[src/rtl/temporizador.sv]
// Countdown timer for the microwave controller: MM:SS BCD entry from the keypad,
// once-per-second countdown while the magnetron runs, registered tdone at zero.
module temporizador #(
    parameter int TICK_DIV = 100
) (
    input  logic       clk,
    input  logic       rst,
    input  logic [3:0] digito,
    input  logic       digito_valido,
    input  logic       limpan,
    input  logic       m_on,
    output logic [3:0] min_dez,
    output logic [3:0] min_uni,
    output logic [3:0] seg_dez,
    output logic [3:0] seg_uni,
    output logic       tdone
);

    localparam int PW = $clog2(TICK_DIV);
    localparam logic [PW-1:0] PRESC_MAX  = PW'(TICK_DIV - 1);
    localparam logic [PW-1:0] PRESC_ONE  = PW'(1);
    localparam logic [PW-1:0] PRESC_ZERO = PW'(0);

    logic [3:0]    min_dez_q, min_dez_d;
    logic [3:0]    min_uni_q, min_uni_d;
    logic [3:0]    seg_dez_q, seg_dez_d;
    logic [3:0]    seg_uni_q, seg_uni_d;
    logic [PW-1:0] presc_q, presc_d;
    logic          tdone_q, tdone_d;
    logic          time_zero_s;

    assign time_zero_s = (min_dez_q == 4'd0) && (min_uni_q == 4'd0) &&
                         (seg_dez_q == 4'd0) && (seg_uni_q == 4'd0);

    // Next-state: clear > digit entry > countdown tick.
    always_comb begin
        min_dez_d = min_dez_q;
        min_uni_d = min_uni_q;
        seg_dez_d = seg_dez_q;
        seg_uni_d = seg_uni_q;
        presc_d   = presc_q;

        if (!limpan) begin
            min_dez_d = 4'd0;
            min_uni_d = 4'd0;
            seg_dez_d = 4'd0;
            seg_uni_d = 4'd0;
            presc_d   = PRESC_ZERO;
        end else if (digito_valido && !m_on && (digito <= 4'd9)) begin
            min_dez_d = min_uni_q;
            min_uni_d = seg_dez_q;
            seg_dez_d = seg_uni_q;
            seg_uni_d = digito;
        end else if (time_zero_s) begin
            // Parked at zero: no ticks, so the display can never wrap to 99:59.
            presc_d = PRESC_ZERO;
        end else if (m_on) begin
            if (presc_q == PRESC_MAX) begin
                presc_d = PRESC_ZERO;
                if (seg_uni_q != 4'd0) begin
                    seg_uni_d = seg_uni_q - 4'd1;
                end else begin
                    seg_uni_d = 4'd9;
                    if (seg_dez_q != 4'd0) begin
                        seg_dez_d = seg_dez_q - 4'd1;
                    end else begin
                        seg_dez_d = 4'd5;
                        if (min_uni_q != 4'd0) begin
                            min_uni_d = min_uni_q - 4'd1;
                        end else begin
                            min_uni_d = 4'd9;
                            if (min_dez_q != 4'd0) begin
                                min_dez_d = min_dez_q - 4'd1;
                            end else begin
                                min_dez_d = min_dez_q;
                            end
                        end
                    end
                end
            end else begin
                presc_d = presc_q + PRESC_ONE;
            end
        end else begin
            presc_d = presc_q;
        end

        tdone_d = (min_dez_d == 4'd0) && (min_uni_d == 4'd0) &&
                  (seg_dez_d == 4'd0) && (seg_uni_d == 4'd0);
    end

    // State registers with synchronous reset.
    always_ff @(posedge clk) begin
        if (rst) begin
            min_dez_q <= 4'd0;
            min_uni_q <= 4'd0;
            seg_dez_q <= 4'd0;
            seg_uni_q <= 4'd0;
            presc_q   <= PRESC_ZERO;
            tdone_q   <= 1'b1;
        end else begin
            min_dez_q <= min_dez_d;
            min_uni_q <= min_uni_d;
            seg_dez_q <= seg_dez_d;
            seg_uni_q <= seg_uni_d;
            presc_q   <= presc_d;
            tdone_q   <= tdone_d;
        end
    end

    assign min_dez = min_dez_q;
    assign min_uni = min_uni_q;
    assign seg_dez = seg_dez_q;
    assign seg_uni = seg_uni_q;
    assign tdone   = tdone_q;

endmodule

[config.mk]
export PLATFORM = sky130hd
export DESIGN_NAME = temporizador
export DESIGN_NICKNAME = d
export VERILOG_FILES = /design/src/rtl/temporizador.sv
export SDC_FILE = /design/constraint.sdc
export NUM_CORES = 1
export LEC_CHECK = 0
export BUFFER_PORTS_ARGS = -buffer_cell sky130_fd_sc_hd__buf_2
export CORE_MARGIN = 8
export CORE_UTILIZATION = 50
export DETAILED_ROUTE_END_ITERATION = 10
export GPL_TIMING_DRIVEN = 1
export PLACE_DENSITY = 0.72
export SLEW_MARGIN = 20
export SYNTH_ARGS = -nofsm -noshare
export SYNTH_HDL_FRONTEND = slang
export SYNTH_SLANG_ARGS = --single-unit
[constraint.sdc]
create_clock -name clk -period 3.9 [get_ports clk]
set_clock_uncertainty 0.2 [all_clocks]
set_input_delay 0.78 -clock clk [delete_from_list [all_inputs] [get_ports clk]]
set_output_delay 0.78 -clock clk [all_outputs]
set_load 0.05 [all_outputs]
# --- Word level (Yosys, flattened, before mapping) ---
# Index checks and enable logic that the tools add are counted.
word_totals:
  word_cells: 72
  ff_bits: 24
  out_inout_bits: 17
op_classes:
  n_lt_le_gt_ge: 1
  n_mux: 33
  bitwise: 2
  eq_ne: 1
  reduce_logical: 24
  n_addsub: 5
ops:
  columns: ["op", "count"]
  rows:
  - ["2-to-1 mux 4 bit", 30]
  - ["zero test 4 bit", 8]
  - ["2-to-1 mux 7 bit", 3]
  - ["nonzero test 4 bit", 4]
  - ["subtractor 4 x 1 -> 4 bit (second input constant)", 4]
  - ["logical AND 1 bit", 8]
  - ["adder 7 x 1 -> 7 bit (second input constant)", 1]
  - ["equality test 7 bit (second input constant)", 1]
  - ["<= comparator 4 bit (second input constant)", 1]
  - ["NOT 1 bit", 2]
  - ["AND reduction 2 bit", 1]
  - ["nonzero test 2 bit", 1]
  - ["OR reduction 2 bit", 1]
  - ["zero test 1 bit", 1]

# --- Longest topological paths before layout ---
logic_depth:
  ltp_word: 14
  mapped_depth: 10
  ltp_nobuf: 9

# --- Worst setup path before layout ---
# OpenSTA, ideal clock, no wires.
synth_timing:
  path_type: "flip-flop to flip-flop"
  from: "register seg_uni_q[0], in the netlist seg_uni[0]"
  to: "register tdone_q, in the netlist tdone"
  setup_slack_ns: 1.109
  setup_ns: 0.116
  path_stages_with_launch: 11
  arrival_ns: 2.475
  path_buffers: 1
  cell_sequence: "dfxtp_1 inv_1 ha_1 nor3b_2 and4_1 buf_4 nand4_1 o21ai_0 a311oi_1 a2111oi_4 a41o_1"
synth_via:
  elab_chain_len: 11
synth_lines:
  columns: ["item", "line", "source"]
  rows:
  - ["start, declared", "27", "logic [3:0] seg_uni_q, seg_uni_d;"]
  - ["start signal, assigned", "104", "seg_uni_q <= seg_uni_d;"]
  - ["branches (longest 10 deep; another with subtractor 4 x 1 -> 4 bit)", null, null]
  - ["logical AND 1 bit (*)", "88", "(seg_dez_d == 4'd0) && (seg_uni_d == 4'd0);"]
  - ["end signal, assigned", "106", "tdone_q <= tdone_d;"]
  - ["end, declared", "29", "logic tdone_q, tdone_d;"]
# Every way passes the cells marked *.
# A chain may end at the register's enable or synchronous reset.

# --- Worst setup path in the final report ---
layout_timing:
  from: "register seg_dez_q[0], in the netlist seg_dez[0]"
  to: "register tdone_q, in the netlist tdone"
layout_via:
  elab_chain_len: 12
layout_lines:
  columns: ["item", "line", "source"]
  rows:
  - ["start, declared", "26", "logic [3:0] seg_dez_q, seg_dez_d;"]
  - ["start signal, assigned", "103", "seg_dez_q <= seg_dez_d;"]
  - ["branches (longest 11 deep; another with subtractor 4 x 1 -> 4 bit)", null, null]
  - ["logical AND 1 bit (*)", "88", null]
# Marked as above.

==> run metrics <==
status=completed; initial DRC count=162; clock sink count=24; Worst Path Max Fanout=9; final worst-path cycle share=74.9%; grt ovf=0; Pint=326 uW; most common cell after layout, fill and taps aside=nor2_1; worst-margin pin slew=0.929 ns; die area=5170 sq um; Vias=1562; Rel. slew slack=38.1%; # diodes=0; Clock Latency Late Sink=0.32 ns; Crit-path slowest cell=and4_1; Seq cells post-synth=24; Max rail drop VDD=146 uV; Flop pwr share=53.7%; DRC viols=0; Top FF cell, synth=dfxtp_1; Clk pwr share=23.3%; Max Clk Rate=342 MHz; P_sw=155 uW; # IOs=26; Hold/Removal Path Class=flop to flop; Synth Net Count=205; total track usage=16.2%; Die Wd=71.9 microns; total of max-cap violations=0; met2 usage=27.9%; post-route setup TNS=0 ns; Synth cell types=55; Starting Density=52.0%; 1st-pass router iterations=4; Post-synth EDFFs=0; vias per cell=6.38; first-pass GRT wire length=6800 microns; input/output buffers=25; mapped cell area=1560 sq um; FILL cells=289; most frequent cells in the layout=nor2_1, buf_2, dfxtp_1, nand2_1, inv_1; H-tree depth=1; cts hold-fix bufs=0; num rows=20; drt wl/cell=16.8 microns; Max Slew Vio Count=0; worst setup margin=0.980 ns; Post-Synthesis Cells=191; ys async rst share=0%; Core ar.=3000 sq um; Longest Clk Path Bufs=2; routability cong.=0.935; Place WS=0.719 ns; Post-CTS Setup Inserts=0; startpoint types=flop; pwr dens=281 nW/um^2; final setup violating endpoints=0; Setup CP Type=flop to flop; CTS Buf Count=3; Hold Fails Final Rpt=0; CP Capture Type=flop; GR Util met1=19.6%; combinational power share=23.0%; vias in the first global route=1452; Req. time, crit path=3.97 ns; CP max stage delay=0.48 ns; final WL=4130 microns; share of layout cells above drive strength 1=18.4%; worst hold margin=0.331 ns; GR Layer Usage met3=2.51%; TritonCTS clock tree=done; Root Buffer=clkbuf_4; Layout Cells excl Fill=245; fin crit period=2.92 ns; Placed Cells=242; unrepaired setup endpoints after global routing=false; Syn. warnings=0; Layout Nets=228; ANT nets after route=0; Hold Crit Depth=2; Worst R2R Path Depth=9; initial antenna violation count=0; crit path cell chain=inv_1 -> ha_1 -> nor3b_1 -> and4_1 -> nand3_1 -> xnor2_1 -> a21oi_1 -> a2111oi_4 -> a41o_1; Layout area overhead=9.70%; Seq/Total Area, Yosys=30.8%; GRT busiest layer=met2; Die Ht=71.9 microns; CP arrival=2.99 ns; fin util=57.0%; largest net degree at the start of global routing=30; Avg Inst Size Synth=8.18 sq um; Final HPWL DP=3180 microns; switch share=32.2%; Static Leak=0.706 nW; Post-CTS Resized=0; Clk pin slew, worst setup/hold paths=0.13 ns
## worst paths after layout
kind | startpoint | endpoint | slack (ns)
max reg2reg | seg_dez[0]$_SDFF_PP0_ | tdone$_SDFF_PP1_ | 0.98
min | presc_q[6]$_SDFFE_PP0P_ | presc_q[6]$_SDFFE_PP0P_ | 0.33
max | seg_dez[0]$_SDFF_PP0_ | tdone$_SDFF_PP1_ | 0.98
min reg2reg | presc_q[6]$_SDFFE_PP0P_ | presc_q[6]$_SDFFE_PP0P_ | 0.33
## stage by stage
stage / power (mW) / area [sq um]
finish: 0.481 / 1710
global route: 0.500 / 1710
CTS: 0.481 / 1710
global placement: 0.371 / 1690
floorplan: 0.346 / 1560
detailed placement: 0.372 / 1690
## flip-flops by register name, summed over array words and instances, names as in the netlist
register	cells
presc_q	7
min_dez	4
min_uni	4
seg_dez	4
seg_uni	4
tdone	1
## worst max-delay path, delay by kind of cell (launching register included)
| family | cells | cell delay (ns) |
|---|---|---|
| and+or+nand+nor | 3 | 1.02 |
| AOI/OAI and AO/OA | 3 | 0.75 |
| DFF | 1 | 0.37 |
| xor gates and xnor gates | 1 | 0.24 |
| adders and majority gates | 1 | 0.22 |
| buffers and inverters | 1 | 0.07 |
## per-layer routing
layer	up-vias	routed length (microns)	share of wire, %
met5	-	0	0
met4	0	67	1.6
met3	9	234	5.7
met2	60	1980	48
met1	737	1850	45
li1	756	-	-
## power by group through the flow
| stage | registers, mW | clock network [mW] | logic [mW] |
|---|---|---|---|
| floorplan | 0.280 | 0 | 0.0664 |
| global placement | 0.264 | 0 | 0.107 |
| detailed placement | 0.264 | 0 | 0.109 |
| CTS | 0.258 | 0.113 | 0.110 |
| global route | 0.259 | 0.121 | 0.119 |
| finish | 0.258 | 0.112 | 0.111 |
## area by class of cell
class	count	area, sq um	share of cell area, %
Multi-Input combinational cell	150	1010	58.7
Sequential cell	24	480	28.0
Timing Repair Buffer	25	125	7.30
Tap cell	33	41.3	2.41
Inverter	10	37.5	2.19
Clock buffer	3	22.5	1.31
## kinds of logic (layout without fill, tap and decap cells)
logic type | after synthesis | after routing | synth area share (%)
simple gates | 94 | 94 | 33.0
compound gates | 42 | 42 | 22.1
flops | 24 | 24 | 30.8
buf+inv | 17 | 38 | 4.81
xor+xnor | 7 | 7 | 3.93
fa+ha+maj | 5 | 5 | 4.01
mux | 2 | 2 | 1.36
## Yosys cell counts (3+ instances only)
cell type | instances | area (sq um)
nor3_1 | 5 | 25.0
nand2b_1 | 5 | 31.3
o21ai_0 | 5 | 25.0
ha_1 | 5 | 62.6
nor3b_1 | 3 | 22.5
xor2_1 | 5 | 43.8
nor2_1 | 29 | 109
clkbuf_1 | 5 | 18.8
o221ai_1 | 4 | 35.0
a21oi_1 | 4 | 20.0
or3b_1 | 3 | 26.3
nand2_1 | 13 | 48.8
nor2b_1 | 5 | 31.3
inv_1 | 10 | 37.5
nand4_1 | 6 | 37.5
dfxtp_1 | 24 | 480
nand3_1 | 9 | 45.0
o31ai_1 | 3 | 22.5
No activity file was read; power rests on OpenSTA's default activity.
